$ cat config.mk
export PLATFORM = sky130hd
export DESIGN_NAME = gpsdo_uart_tx_flat
export DESIGN_NICKNAME = d
export VERILOG_FILES = /design/src/rtl/gpsdo_uart_tx_if.sv /design/src/rtl/gpsdo_uart_tx.sv /design/src/flat_wrapper.sv
export SDC_FILE = /design/constraint.sdc
export NUM_CORES = 1
export LEC_CHECK = 0
export ABC_AREA = 1
export CORE_MARGIN = 3
export CORE_UTILIZATION = 51
export DETAILED_ROUTE_END_ITERATION = 10
export MAX_ROUTING_LAYER = met4
export PLACE_DENSITY = 0.74
export SLEW_MARGIN = 40
export SYNTH_ARGS = -nofsm -noshare
export SYNTH_HDL_FRONTEND = slang
export SYNTH_SLANG_ARGS = --single-unit
$ cat constraint.sdc
create_clock -name CLK_SYS -period 1.5 [get_ports CLK_SYS]
set_input_delay 0.3 -clock CLK_SYS [delete_from_list [all_inputs] [get_ports CLK_SYS]]
set_output_delay 0.3 -clock CLK_SYS [all_outputs]
set_load 0.1 [all_outputs]
$ cat src/rtl/gpsdo_uart_tx_if.sv
// gpsdo_uart_tx_if
//   Byte hand-off between the phase detector and the UART transmitter.
//   master : phase detector side (drives Uart_En/Uart_Data, observes status)
//   slave  : transmitter side (samples request, drives line and status)
//   Uart_En   : send request, rising edge only
//   Uart_Data : byte to send, sampled on the request cycle
//   Uart_Busy : frame in progress
//   Uart_Tx   : serial line, idles high
//   Uart_Done : one-cycle pulse at end of stop bit
//   Uart_Ovf  : one-cycle pulse when a request is dropped
interface gpsdo_uart_tx_if;
  logic       Uart_En;
  logic [7:0] Uart_Data;
  logic       Uart_Busy;
  logic       Uart_Tx;
  logic       Uart_Done;
  logic       Uart_Ovf;

  modport master (
    output Uart_En, Uart_Data,
    input  Uart_Busy, Uart_Tx, Uart_Done, Uart_Ovf
  );

  modport slave (
    input  Uart_En, Uart_Data,
    output Uart_Busy, Uart_Tx, Uart_Done, Uart_Ovf
  );
endinterface

$ cat src/rtl/gpsdo_uart_tx.sv
// gpsdo_uart_tx
//   8N1 serial transmitter fed by the phase detector byte interface. One
//   frame is sent per rising edge of Uart_En; a level held high never
//   re-triggers. Requests arriving mid-frame are dropped and flagged.
//   Define UART_TX_PARITY_EN to send 8E1 frames (even parity bit).
// Parameters
//   CLK_FREQ  : system clock frequency in Hz
//   BAUD_RATE : line rate in bit/s
// Ports
//   CLK_SYS : system clock, rising edge
//   CLK_RST : asynchronous active-low reset
//   bus     : gpsdo_uart_tx_if.slave (Uart_En, Uart_Data in;
//             Uart_Busy, Uart_Tx, Uart_Done, Uart_Ovf out, all registered)
module gpsdo_uart_tx #(
  parameter int unsigned CLK_FREQ  = 50_000_000,
  parameter int unsigned BAUD_RATE = 115200
) (
  input  logic                   CLK_SYS,
  input  logic                   CLK_RST,
  gpsdo_uart_tx_if.slave         bus
);

  localparam int unsigned BAUD_DIV = (CLK_FREQ + BAUD_RATE / 2) / BAUD_RATE;
  localparam logic [15:0] DIV_LAST = 16'(BAUD_DIV - 1);

  generate
    if (BAUD_DIV < 2) begin : g_bad_div_low
      $error("gpsdo_uart_tx: BAUD_DIV must be at least 2");
    end
    if (BAUD_DIV > 65536) begin : g_bad_div_high
      $error("gpsdo_uart_tx: BAUD_DIV does not fit the 16-bit divider");
    end
  endgenerate

  typedef enum logic [2:0] {
    IDLE,
    START,
    DATA,
`ifdef UART_TX_PARITY_EN
    PARITY,
`endif
    STOP
  } state_t;

  state_t      state;
  logic        en_d;
  logic [15:0] div_cnt;
  logic [2:0]  bit_idx;
  logic [7:0]  shreg;
`ifdef UART_TX_PARITY_EN
  logic        par_q;
`endif
  logic        tx_q;
  logic        busy_q;
  logic        done_q;
  logic        ovf_q;

  logic        req;
  logic        bit_end;

  always_comb begin
    req     = bus.Uart_En & ~en_d;
    bit_end = (div_cnt == DIV_LAST);
  end

  always_ff @(posedge CLK_SYS or negedge CLK_RST) begin
    if (!CLK_RST) begin
      state   <= IDLE;
      en_d    <= 1'b0;
      div_cnt <= '0;
      bit_idx <= '0;
      shreg   <= '0;
`ifdef UART_TX_PARITY_EN
      par_q   <= 1'b0;
`endif
      tx_q    <= 1'b1;
      busy_q  <= 1'b0;
      done_q  <= 1'b0;
      ovf_q   <= 1'b0;
    end else begin
      en_d   <= bus.Uart_En;
      done_q <= 1'b0;
      ovf_q  <= 1'b0;

      // The last cycle of the stop bit counts as idle for new requests,
      // so frames can run gapless; every other busy cycle drops them.
      if (req && (state != IDLE) && !((state == STOP) && bit_end))
        ovf_q <= 1'b1;

      if (state == IDLE || bit_end)
        div_cnt <= '0;
      else
        div_cnt <= div_cnt + 16'd1;

      case (state)
        IDLE: begin
          if (req) begin
            shreg   <= bus.Uart_Data;
`ifdef UART_TX_PARITY_EN
            par_q   <= ^bus.Uart_Data;
`endif
            bit_idx <= '0;
            tx_q    <= 1'b0;
            busy_q  <= 1'b1;
            state   <= START;
          end
        end

        START: begin
          if (bit_end) begin
            tx_q  <= shreg[0];
            shreg <= shreg >> 1;
            state <= DATA;
          end
        end

        DATA: begin
          if (bit_end) begin
            if (bit_idx == 3'd7) begin
`ifdef UART_TX_PARITY_EN
              tx_q  <= par_q;
              state <= PARITY;
`else
              tx_q  <= 1'b1;
              state <= STOP;
`endif
            end else begin
              tx_q    <= shreg[0];
              shreg   <= shreg >> 1;
              bit_idx <= bit_idx + 3'd1;
            end
          end
        end

`ifdef UART_TX_PARITY_EN
        PARITY: begin
          if (bit_end) begin
            tx_q  <= 1'b1;
            state <= STOP;
          end
        end
`endif

        STOP: begin
          if (bit_end) begin
            done_q <= 1'b1;
            if (req) begin
              shreg   <= bus.Uart_Data;
`ifdef UART_TX_PARITY_EN
              par_q   <= ^bus.Uart_Data;
`endif
              bit_idx <= '0;
              tx_q    <= 1'b0;
              busy_q  <= 1'b1;
              state   <= START;
            end else begin
              tx_q   <= 1'b1;
              busy_q <= 1'b0;
              state  <= IDLE;
            end
          end
        end

        default: begin
          tx_q   <= 1'b1;
          busy_q <= 1'b0;
          state  <= IDLE;
        end
      endcase
    end
  end

  assign bus.Uart_Tx   = tx_q;
  assign bus.Uart_Busy = busy_q;
  assign bus.Uart_Done = done_q;
  assign bus.Uart_Ovf  = ovf_q;

endmodule

$ cat src/flat_wrapper.sv
// flat-port wrapper written by rule: the top's interface ports become plain ports
module gpsdo_uart_tx_flat 
#(
  parameter int unsigned CLK_FREQ  = 50_000_000,
  parameter int unsigned BAUD_RATE = 115200
)
  (CLK_SYS, CLK_RST, bus_Uart_En, bus_Uart_Data, bus_Uart_Busy, bus_Uart_Tx, bus_Uart_Done, bus_Uart_Ovf);
  gpsdo_uart_tx_if bus_i ();
  input  logic CLK_SYS;
  input  logic CLK_RST;
  input wire logic [$bits(bus_i.Uart_En)-1:0] bus_Uart_En;
  input wire logic [$bits(bus_i.Uart_Data)-1:0] bus_Uart_Data;
  output wire logic [$bits(bus_i.Uart_Busy)-1:0] bus_Uart_Busy;
  output wire logic [$bits(bus_i.Uart_Tx)-1:0] bus_Uart_Tx;
  output wire logic [$bits(bus_i.Uart_Done)-1:0] bus_Uart_Done;
  output wire logic [$bits(bus_i.Uart_Ovf)-1:0] bus_Uart_Ovf;
  assign bus_i.Uart_En = bus_Uart_En;
  assign bus_i.Uart_Data = bus_Uart_Data;
  assign bus_Uart_Busy = bus_i.Uart_Busy;
  assign bus_Uart_Tx = bus_i.Uart_Tx;
  assign bus_Uart_Done = bus_i.Uart_Done;
  assign bus_Uart_Ovf = bus_i.Uart_Ovf;
  gpsdo_uart_tx #(.CLK_FREQ(CLK_FREQ), .BAUD_RATE(BAUD_RATE)) u_core (.CLK_SYS(CLK_SYS), .CLK_RST(CLK_RST), .bus(bus_i));
endmodule
==> run_results.csv <==
group,metric,value,unit
run,maxCapViolations,0,
placement,port_buffers,14,
global_routing,top_usage_layer,"met2",
die,die_height,66.08,um
timing,fin_crit_sh,102.2,%
setup_path,crit_buf_inv,1,
timing,slew_headroom,79.85,%
finish,finalInstanceArea,2456,um^2
clock_tree,cts_num_sinks,34,
global_routing,grt_pass1_vias,1335,
timing,hold_violations,0,
outcome,outcome,"finished, violations left",
detailed_routing,vias,1519,
global_routing,grtUsageMet2,26.41,%
global_routing,gr-total-overflow,0,
clock_tree,cts_buffer_depth,2,
yosys,synth-compound-area-share,12.24,%
clock_tree,cts_hold_buf,0,
die,core,3416,um^2
detailed_routing,wire_per_inst,12.10,um
setup_path,critPathArrivalTime,1.77,ns
yosys,synth-adder-area-share,5.438,%
yosys,ys_warn_count,0,
setup_path,path_delay_family,"simple AND/OR/NAND/NOR gates",
detailed_routing,firstDrtPassIters,4,
placement,place_congestion,0.8026,
placement,hpwlAfterDp,2.355,mm
detailed_routing,wl,3.653,mm
global_routing,grt_max_degree,35,
timing,fin_crit,1.533,ns
setup_path,required,1.74,ns
die,die_w,66.08,um
global_routing,grt_pass1_wl,5.582,mm
yosys,synth_cell_type_count,27,
timing,max_slew.worst_pin.slew,0.3017,ns
setup_path,crit_chain,"inv_1, ha_2, nand3_2, nor2_4, nand2_8, o21ai_4, nand2_4, nand2_2, o21ai_2",
finish,drive_gt1_share,33.20,%
global_routing,antenna_found_initial,0,
clock_tree,htree_levels,2,
timing,setup_ws,-0.03316,ns
setup_path,slowest_stage,"dfrtp_1",
detailed_routing,via_per_inst,5.030,
finish,syn_to_final_growth,33.45,%
power_and_ir_drop,p_per_area,1860,nW/um^2
setup_path,slowest_delay,0.39,ns
finish,nets,274,
timing,fmax,652.2,MHz
clock_tree,insertion_delay,0.35,ns
timing,setup_violations,9,
clock_tree,root_buffer,"clkbuf_4",
timing,fin_skew,0.01479,ns
yosys,muxShareOfSynthArea,3.807,%
clock_tree,cts_tree,"built",
yosys,synth_top_family_by_area,"simple AND/OR/NAND/NOR gates",
die,dieArea,4366,um^2
finish,nFillCells,250,
placement,place_area,2197,um^2
clock_tree,cts.clk_slew.worst_paths,0.11,ns
power_and_ir_drop,p_leak,1.164,nW
die,std_cell_rows,21,
yosys,synth_seq_area_share,46.30,%
yosys,async_flop_share,100.0,%
global_routing,grt_use_met1,21.72,%
min_path,hp-class,"input pin to asynchronous set/reset pin",
setup_path,startpoint_type,"register",
finish,antenna_cells,0,
global_routing,grt_use_total,17.09,%
die,io_pins,15,
detailed_routing,drt_drc_violations_left,0,
detailed_routing,ant_nets,0,
power_and_ir_drop,ir_drop,0.001253,V
detailed_routing,detail_route.iter0.violations,69,
yosys,synth-simple-area-share,24.34,%
setup_path,crit_type,"register to register",
finish,final_util,71.90,%
setup_path,cp-end-kind,"register",
timing,rsz0062_at_grt,"true",
die,start_util,53.88,%
timing,drv_slew,0,
global_routing,globalRouteMet3Util,3.061,%
yosys,synth_nets,233,
yosys,avgSynthCellArea,8.601,um^2
yosys,synth_edf_count,0,
clock_tree,cts_made_buffers,5,
yosys,ys.flop_type,"dfrtp_1",
yosys,netlist_instances,214,
yosys,synth-xor-area-share,1.428,%
yosys,syn_area,1841,um^2
yosys,synth_seq_cells,34,
outcome,violations,"negative setup slack",
setup_path,crit_fanout,8,
==> cells by family after synthesis <==
| group | after synthesis |
|---|---|
| AO/OA/AOI/OAI | 31 |
| XOR/XNOR | 3 |
| AND/OR/NAND/NOR | 102 |
| multiplexers | 7 |
| flip-flops | 34 |
| adder cells (fa/ha/maj) | 8 |
| buffers and inverters | 29 |
==> timing repair <==
item / CTS / global route
buffers inserted: 0 / 5
resized for setup: 3 / 39
pin swaps: 1 / 15
hold endpoints to repair: 0 / 0
endpoints found under the setup margin: 22 / 25
gates cloned: 0 / 1
==> synthesized netlist by cell type (2+ instances only) <==
master	count	area, um^2
nor3_1	7	35.03
o21ai_2	10	87.58
nand2_1	47	176.4
nor2_2	2	12.51
a21oi_2	2	17.52
nand2_2	4	25.02
inv_1	25	93.84
o21a_1	5	37.54
nand2_4	2	22.52
nor3b_1	2	15.01
ha_1	8	100.1
buf_2	2	10.01
nor2_1	28	105.1
dfrtp_1	33	825.8
o21ai_0	2	10.01
nand3_1	9	45.04
a21oi_1	7	35.03
mux2i_1	7	70.07
xor2_1	2	17.52
a211oi_1	3	22.52
==> path summary, 6_finish.rpt <==
path / slack (ns) / startpoint / cells past startpoint / endpoint
max reg2reg: -0.03 / u_core.div_cnt[1] / 9 / u_core.shreg[6]
min: 0.30 / CLK_RST / 2 / u_core.div_cnt[12]
min reg2reg: 0.49 / u_core.bit_idx[1] / 2 / u_core.bit_idx[1]
min in group CLK_SYS: 0.42 / bus_Uart_En / 1 / u_core.en_d
max in group asynchronous: 0.94 / CLK_RST / 2 / u_core.bus.Uart_Tx
max: -0.03 / u_core.div_cnt[1] / 9 / u_core.shreg[6]
==> through the flow <==
step / worst slack (ns) / std cells / setup TNS, ns / power (mW) / hold slack, ns
5_1_grt: -0.1277 / 302 / -1.740 / 4.861 / 0.3309
3_3_place_gp: -0.1364 / 288 / -1.701 / 3.481 / 0.4672
4_1_cts: -0.04077 / 296 / -0.4361 / 4.086 / 0.3147
2_1_floorplan: 0.003140 / 214 / 0 / 2.980 / 0.004409
3_5_place_dp: -0.1817 / 288 / -2.659 / 3.527 / 0.4703
6_report: -0.03316 / 302 / -0.2010 / 4.569 / 0.3023
==> layout by cell type, fill, tap and decap left out, types with 5 or more instances in the layout <==
| cell | count |
|---|---|
| nand3_1 | 8 |
| buf_12 | 5 |
| clkbuf_4 | 5 |
| mux2i_1 | 7 |
| nor2_1 | 23 |
| o21ai_2 | 9 |
| nor3_1 | 6 |
| nand2_2 | 12 |
| a21oi_1 | 6 |
| nand2_1 | 37 |
| buf_4 | 20 |
| clkdlybuf4s50_1 | 10 |
| inv_1 | 23 |
| dfrtp_1 | 33 |
==> state kept, by name (all words and copies together), names as in the netlist <==
signal and flops:
u_core.bit_idx 3, u_core.en_d 1, u_core.bus.Uart_Tx 1, u_core.shreg 8, u_core.bus.Uart_Done 1, u_core.bus.Uart_Busy 1, u_core.state 2, u_core.div_cnt 16
u_core.bus.Uart_Ovf 1
==> routing by layer <==
metal,share of wire (%),up-vias
li1,-,765
met1,48,714
met2,46,33
met3,3.8,7
met4,1.8,0
met5,0,-
==> layout make-up <==
type	instances	area, um^2	share of cell area, %
clock buffers	7	55.05	2.241
clock inverters	1	5.005	0.2038
inverters	26	97.59	3.974
multi-input cells	152	1027	41.82
flip-flops and latches	34	852.1	34.69
well taps	46	57.56	2.343
repair buffers	36	361.6	14.72
==> power by group <==
group	total, mW	leakage [nW]	switching [mW]	internal, mW
registers	1.33	0.449	0.175	1.15
clock network	0.544	0.0353	0.317	0.227
logic	2.69	0.679	1.54	1.16
total	4.57	1.16	2.03	2.54
Note: power is estimated with default switching activity, not from simulation.
